--- src/rtl/uart_tx.sv ---
// 8N1 UART transmitter with a small write-side byte FIFO.
// One frame = start bit, 8 data bits LSB first, stop bit, each CLKS_PER_BIT clocks.
module uart_tx #(
  parameter int FPGA_clk_freq = 50000000,
  parameter int baudrate      = 115200,
  parameter int FIFO_DEPTH    = 4
) (
  input  logic                        clk,
  input  logic                        rst,
  input  logic                        i_TX_DV,
  input  logic [7:0]                  i_TX_Byte,
  output logic                        o_TX_Ready,
  output logic                        o_TX_Serial,
  output logic                        o_TX_Active,
  output logic                        o_TX_Done,
  output logic [$clog2(FIFO_DEPTH):0] o_FIFO_Count
);

  localparam int CLKS_PER_BIT = FPGA_clk_freq / baudrate;
  localparam int BIT_CNT_W    = $clog2(CLKS_PER_BIT) + 1;
  localparam int PTR_W        = $clog2(FIFO_DEPTH);
  localparam int FCNT_W       = $clog2(FIFO_DEPTH) + 1;

  localparam logic [BIT_CNT_W-1:0] BIT_LAST  = BIT_CNT_W'(CLKS_PER_BIT - 1);
  localparam logic [FCNT_W-1:0]    FIFO_FULL = FCNT_W'(FIFO_DEPTH);

  typedef enum logic [2:0] {
    IDLE      = 3'd0,
    START_BIT = 3'd1,
    DATA_BITS = 3'd2,
    STOP_BIT  = 3'd3,
    CLEANUP   = 3'd4
  } state_t;

  state_t                 state_q,   state_d;
  logic [BIT_CNT_W-1:0]   bit_cnt_q, bit_cnt_d;
  logic [2:0]             bit_idx_q, bit_idx_d;
  logic [7:0]             shift_q,   shift_d;
  logic                   serial_q,  serial_d;
  logic                   active_q,  active_d;
  logic                   done_q,    done_d;
  logic [PTR_W-1:0]       wr_ptr_q,  wr_ptr_d;
  logic [PTR_W-1:0]       rd_ptr_q,  rd_ptr_d;
  logic [FCNT_W-1:0]      count_q,   count_d;
  logic [7:0]             mem_q [FIFO_DEPTH];

  logic push;
  logic pop;
  logic bit_end;

  assign push    = i_TX_DV && (count_q != FIFO_FULL);
  assign pop     = (state_q == IDLE) && (count_q != '0);
  assign bit_end = (bit_cnt_q == BIT_LAST);

  // FIFO bookkeeping: pointers wrap naturally at the power-of-two depth.
  always_comb begin
    wr_ptr_d = wr_ptr_q;
    rd_ptr_d = rd_ptr_q;
    count_d  = count_q;
    if (push) begin
      wr_ptr_d = wr_ptr_q + PTR_W'(1);
    end
    if (pop) begin
      rd_ptr_d = rd_ptr_q + PTR_W'(1);
    end
    case ({push, pop})
      2'b10:   count_d = count_q + FCNT_W'(1);
      2'b01:   count_d = count_q - FCNT_W'(1);
      default: count_d = count_q;
    endcase
  end

  // NOTE: every always_comb output gets a default first so no path can infer a latch.
  always_comb begin
    state_d   = state_q;
    bit_cnt_d = bit_cnt_q;
    bit_idx_d = bit_idx_q;
    shift_d   = shift_q;
    done_d    = 1'b0;

    case (state_q)
      IDLE: begin
        bit_cnt_d = '0;
        bit_idx_d = '0;
        if (pop) begin
          shift_d = mem_q[rd_ptr_q];
          state_d = START_BIT;
        end
      end

      START_BIT: begin
        if (bit_end) begin
          bit_cnt_d = '0;
          bit_idx_d = '0;
          state_d   = DATA_BITS;
        end else begin
          bit_cnt_d = bit_cnt_q + BIT_CNT_W'(1);
        end
      end

      DATA_BITS: begin
        if (bit_end) begin
          bit_cnt_d = '0;
          if (bit_idx_q == 3'd7) begin
            state_d = STOP_BIT;
          end else begin
            bit_idx_d = bit_idx_q + 3'd1;
          end
        end else begin
          bit_cnt_d = bit_cnt_q + BIT_CNT_W'(1);
        end
      end

      STOP_BIT: begin
        if (bit_end) begin
          bit_cnt_d = '0;
          done_d    = 1'b1;
          state_d   = CLEANUP;
        end else begin
          bit_cnt_d = bit_cnt_q + BIT_CNT_W'(1);
        end
      end

      CLEANUP: begin
        state_d = IDLE;
      end

      default: begin
        state_d   = IDLE;
        bit_cnt_d = '0;
        bit_idx_d = '0;
      end
    endcase
  end

  // Line level and active flag are registered, so they trail the state by one cycle.
  always_comb begin
    serial_d = 1'b1;
    active_d = 1'b0;
    case (state_q)
      START_BIT: begin
        serial_d = 1'b0;
        active_d = 1'b1;
      end
      DATA_BITS: begin
        serial_d = shift_q[bit_idx_q];
        active_d = 1'b1;
      end
      STOP_BIT: begin
        serial_d = 1'b1;
        active_d = 1'b1;
      end
      default: begin
        serial_d = 1'b1;
        active_d = 1'b0;
      end
    endcase
  end

  // NOTE: sequential state uses non-blocking assignments so all flops update from the same pre-edge values.
  always_ff @(posedge clk) begin
    if (rst) begin
      state_q   <= IDLE;
      bit_cnt_q <= '0;
      bit_idx_q <= '0;
      shift_q   <= '0;
      serial_q  <= 1'b1;
      active_q  <= 1'b0;
      done_q    <= 1'b0;
      wr_ptr_q  <= '0;
      rd_ptr_q  <= '0;
      count_q   <= '0;
    end else begin
      state_q   <= state_d;
      bit_cnt_q <= bit_cnt_d;
      bit_idx_q <= bit_idx_d;
      shift_q   <= shift_d;
      serial_q  <= serial_d;
      active_q  <= active_d;
      done_q    <= done_d;
      wr_ptr_q  <= wr_ptr_d;
      rd_ptr_q  <= rd_ptr_d;
      count_q   <= count_d;
    end
  end

  // NOTE: the storage array is not reset; entries are only read after being written.
  always_ff @(posedge clk) begin
    if (push && !rst) begin
      mem_q[wr_ptr_q] <= i_TX_Byte;
    end
  end

  assign o_TX_Ready   = (count_q != FIFO_FULL);
  assign o_TX_Serial  = serial_q;
  assign o_TX_Active  = active_q;
  assign o_TX_Done    = done_q;
  assign o_FIFO_Count = count_q;

endmodule

--- config.mk ---
export PLATFORM = sky130hd
export DESIGN_NAME = uart_tx
export DESIGN_NICKNAME = d
export VERILOG_FILES = /design/src/rtl/uart_tx.sv
export SDC_FILE = /design/constraint.sdc
export NUM_CORES = 1
export LEC_CHECK = 0
export ABC_AREA = 1
export CAP_MARGIN = 15
export CORE_MARGIN = 5
export CORE_UTILIZATION = 53
export CTS_BUF_LIST = sky130_fd_sc_hd__clkbuf_4
export DETAILED_ROUTE_END_ITERATION = 6
export PLACE_DENSITY = 0.69
export SLEW_MARGIN = 40
export SYNTH_ARGS = -nofsm -noshare
export SYNTH_HDL_FRONTEND = slang
export SYNTH_SLANG_ARGS = --single-unit
--- constraint.sdc ---
create_clock -name clk -period 3.85 [get_ports clk]
set_input_delay 0.385 -clock clk [delete_from_list [all_inputs] [get_ports clk]]
set_output_delay 0.385 -clock clk [all_outputs]
set_load 0.005 [all_outputs]
==> results.py <==
metrics = {
    "timing": {
        "finalSetupTns_ns": 0,
        "maxSlewViolCount": 0,
        "slew_headroom": 0.595,
        "max_freq_mhz": 460,
        "setup_viol": 0,
        "worst_slack_ns": 1.68,
        "hold_viol": 0,
        "period_share": 0.565,
        "worst_slew_pin_slew_ns": 0.606,
        "finClkSkew_ns": 0.00793,
        "rsz0062_at_grt": "false",
        "finalCriticalPeriod_ns": 2.17,
    },
    "global_route": {
        "grt_antenna_before_repair": 0,
        "grt_usage": 0.164,
        "grt_overflow": 0,
        "first_global_vias": 2071,
        "grt_pass1_wl_um": 9270,
        "grt_max_degree": 24,
    },
    "floorplanning": {
        "coreArea_mm2": 0.00547,
        "dieArea_mm2": 0.00716,
        "ios": 18,
        "rows": 27,
        "die_w_um": 84.6,
        "start_util": 0.539,
        "die_y_um": 84.6,
    },
    "power": {
        "cellPowerDensity_mw_per_mm2": 674,
        "ir_drop_uv": 347,
        "power_w": 0.00225,
        "p_leak_nw": 1.25,
    },
    "route": {
        "wl_met2_um": 2610,
        "wire_per_inst_um": 12.9,
        "drc": 0,
        "drtAntennaViolNets": 0,
        "highest_layer": "met4",
        "via_count": 2140,
        "drt_iter0_drc": 93,
        "drtPass1Iterations": 4,
        "via_per_inst": 5.05,
        "wl_met1_um": 2490,
        "wl_met3_um": 269,
        "routed_wl_um": 5460,
    },
    "cts": {
        "cts_setup_buffers": 0,
        "clkSinkCount": 66,
        "ctsResizeCount": 0,
        "ctsHoldBuffers": 0,
        "cts_tree": "built",
        "clock_path_buffers": 2,
        "cts_buffers": 9,
        "clk_pin_slew_ns": 0.11,
        "clk_latency_ns": 0.40,
        "htree_levels": 3,
        "clockRootBuffer": "clkbuf_4",
    },
    "final_layout": {
        "num-nets-final": 368,
        "layoutNonFillerInstCount": 424,
        "drive_above_1_share": 0.116,
        "diodes": 0,
        "area_growth_pct": 13.3,
    },
    "logic_synthesis": {
        "yosysSeqAreaShare": 0.556,
        "netlist_instances": 325,
        "yosysMostFrequentCell": "nor2_1",
        "synth_edf_count": 32,
        "synthTopCellsByCount": "nor2_1, nand2_1, o21ai_0, dfxtp_1, edfxtp_1",
        "synth-main-ff-cell": "dfxtp_1",
        "yosysTopAreaCell": "edfxtp_1",
        "ys_seq_elements": 66,
        "synthDistinctLibCells": 29,
        "synth.area.top_cells": "edfxtp_1, dfxtp_1, nor2_1",
        "synth_area_mm2": 0.00295,
        "syn_avg_cell_area_um2": 9.08,
        "yosysTopAreaCellShare": 0.326,
        "ys_async_sr_fraction": 0,
        "syn_nets": 346,
        "yosysWarnings": 0,
    },
    "setup_path": {
        "criticalPathCategory": "in2reg",
        "crit_path_end_kind": "flip-flop",
        "max_stage_delay_ns": 0.52,
        "critPathRequiredTime_ns": 3.89,
        "worst-path-max-fanout": 23,
        "critPathBufInv": 2,
        "start_kind": "primary input",
        "worst_ep_arrival_time_ns": 2.21,
        "cp_slowest_cell": "nor2_1",
        "path_cells": "clkdlybuf4s50_1 > inv_1 > nand3_1 > nor2_1",
        "critPathTopFamily": "buffers and inverters",
    },
    "place": {
        "dp_slack_ns": 1.24,
        "dpl.hpwl_um": 3990,
        "dp.cells": 408,
        "port-buffer-count": 17,
        "gp_congestion": 0.767,
    },
    "status": {
        "status": "completed",
    },
    "hold_path": {
        "worstHoldPathType": "reg2reg",
    },
    "flow_run": {
        "drv_cap": 0,
    },
}
==> sequential cells by signal, summed over array words and instances (netlist names) <==
register	flops
shift_q	8
bit_cnt_q	10
o_FIFO_Count	3
o_TX_Active	1
o_TX_Done	1
o_TX_Serial	1
bit_idx_q	3
rd_ptr_q	2
state_q	3
mem_q	32
wr_ptr_q	2
==> worst register-to-register path: cells and delay by family, from the launching register on <==
family | cells | cell delay (ns)
and+or+nand+nor | 2 | 0.34
DFF | 1 | 0.38
adders and majority gates | 2 | 0.55
AOI/OAI and AO/OA | 4 | 0.47
buffers and inverters | 3 | 0.34
==> where the power goes <==
part           switching [W]  internal (W)  total, W
logic               0.000474      0.000287  0.000761
registers           0.000108      0.000856  0.000964
clock network       0.000259      0.000269  0.000527
total               0.000841       0.00141   0.00225
==> final cells by class <==
class,instances,area [µm²]
Tap cell,72,90.1
Timing Repair Buffer,17,170
Multi-Input combinational cell,218,1140
Clock inverter,7,101
Inverter,35,131
Fill cell,503,2130
Clock buffer,9,67.6
Sequential cell,66,1640
==> cells in the final DEF, fill, tap and decap left out, types with 8 or more instances in the layout <==
| cell | count |
|---|---|
| nor2_1 | 66 |
| nand2_1 | 39 |
| o21ai_0 | 39 |
| dfxtp_1 | 34 |
| edfxtp_1 | 32 |
| inv_1 | 30 |
| clkdlybuf4s50_1 | 17 |
| a21oi_1 | 13 |
| nand3_1 | 12 |
| ha_1 | 9 |
| clkbuf_4 | 9 |
| o22ai_1 | 8 |
==> final timing paths <==
check,slack [ns],start,to,cells after the start
worst max-delay path,1.68,rst,mem_q[0][1]$_DFFE_PP_,4
worst max register to register,1.69,o_FIFO_Count[0]$_SDFFE_PP0P_,o_FIFO_Count[2]$_SDFFE_PP0P_,11
worst min register to register,0.49,o_FIFO_Count[0]$_SDFFE_PP0P_,o_FIFO_Count[0]$_SDFFE_PP0P_,1
worst min-delay path,0.49,o_FIFO_Count[0]$_SDFFE_PP0P_,o_FIFO_Count[0]$_SDFFE_PP0P_,1
==> layer usage <==
layer | GRT usage | up-vias
met5 | 0 | -
met4 | 0.0806 | 0
met3 | 0.0334 | 10
met2 | 0.269 | 52
met1 | 0.206 | 958
li1 | - | 1120
==> metrics by stage <==
step,util,hold slack [ns],instance area (µm²)
after floorplan,-,0.451,2950
after global placement,0.580,0.464,3170
after detailed placement,0.580,0.476,3170
after CTS,0.611,0.499,3340
after global routing,0.611,0.542,3340
final,0.611,0.494,3340
==> cells by family after synthesis <==
family,synth area share
and+or+nand+nor,0.218
AOI/OAI and AO/OA,0.115
xor gates and xnor gates,0.00891
buffers and inverters,0.0568
DFF,0.556
adders and majority gates,0.0450
No activity file was read; power rests on OpenSTA's default activity.
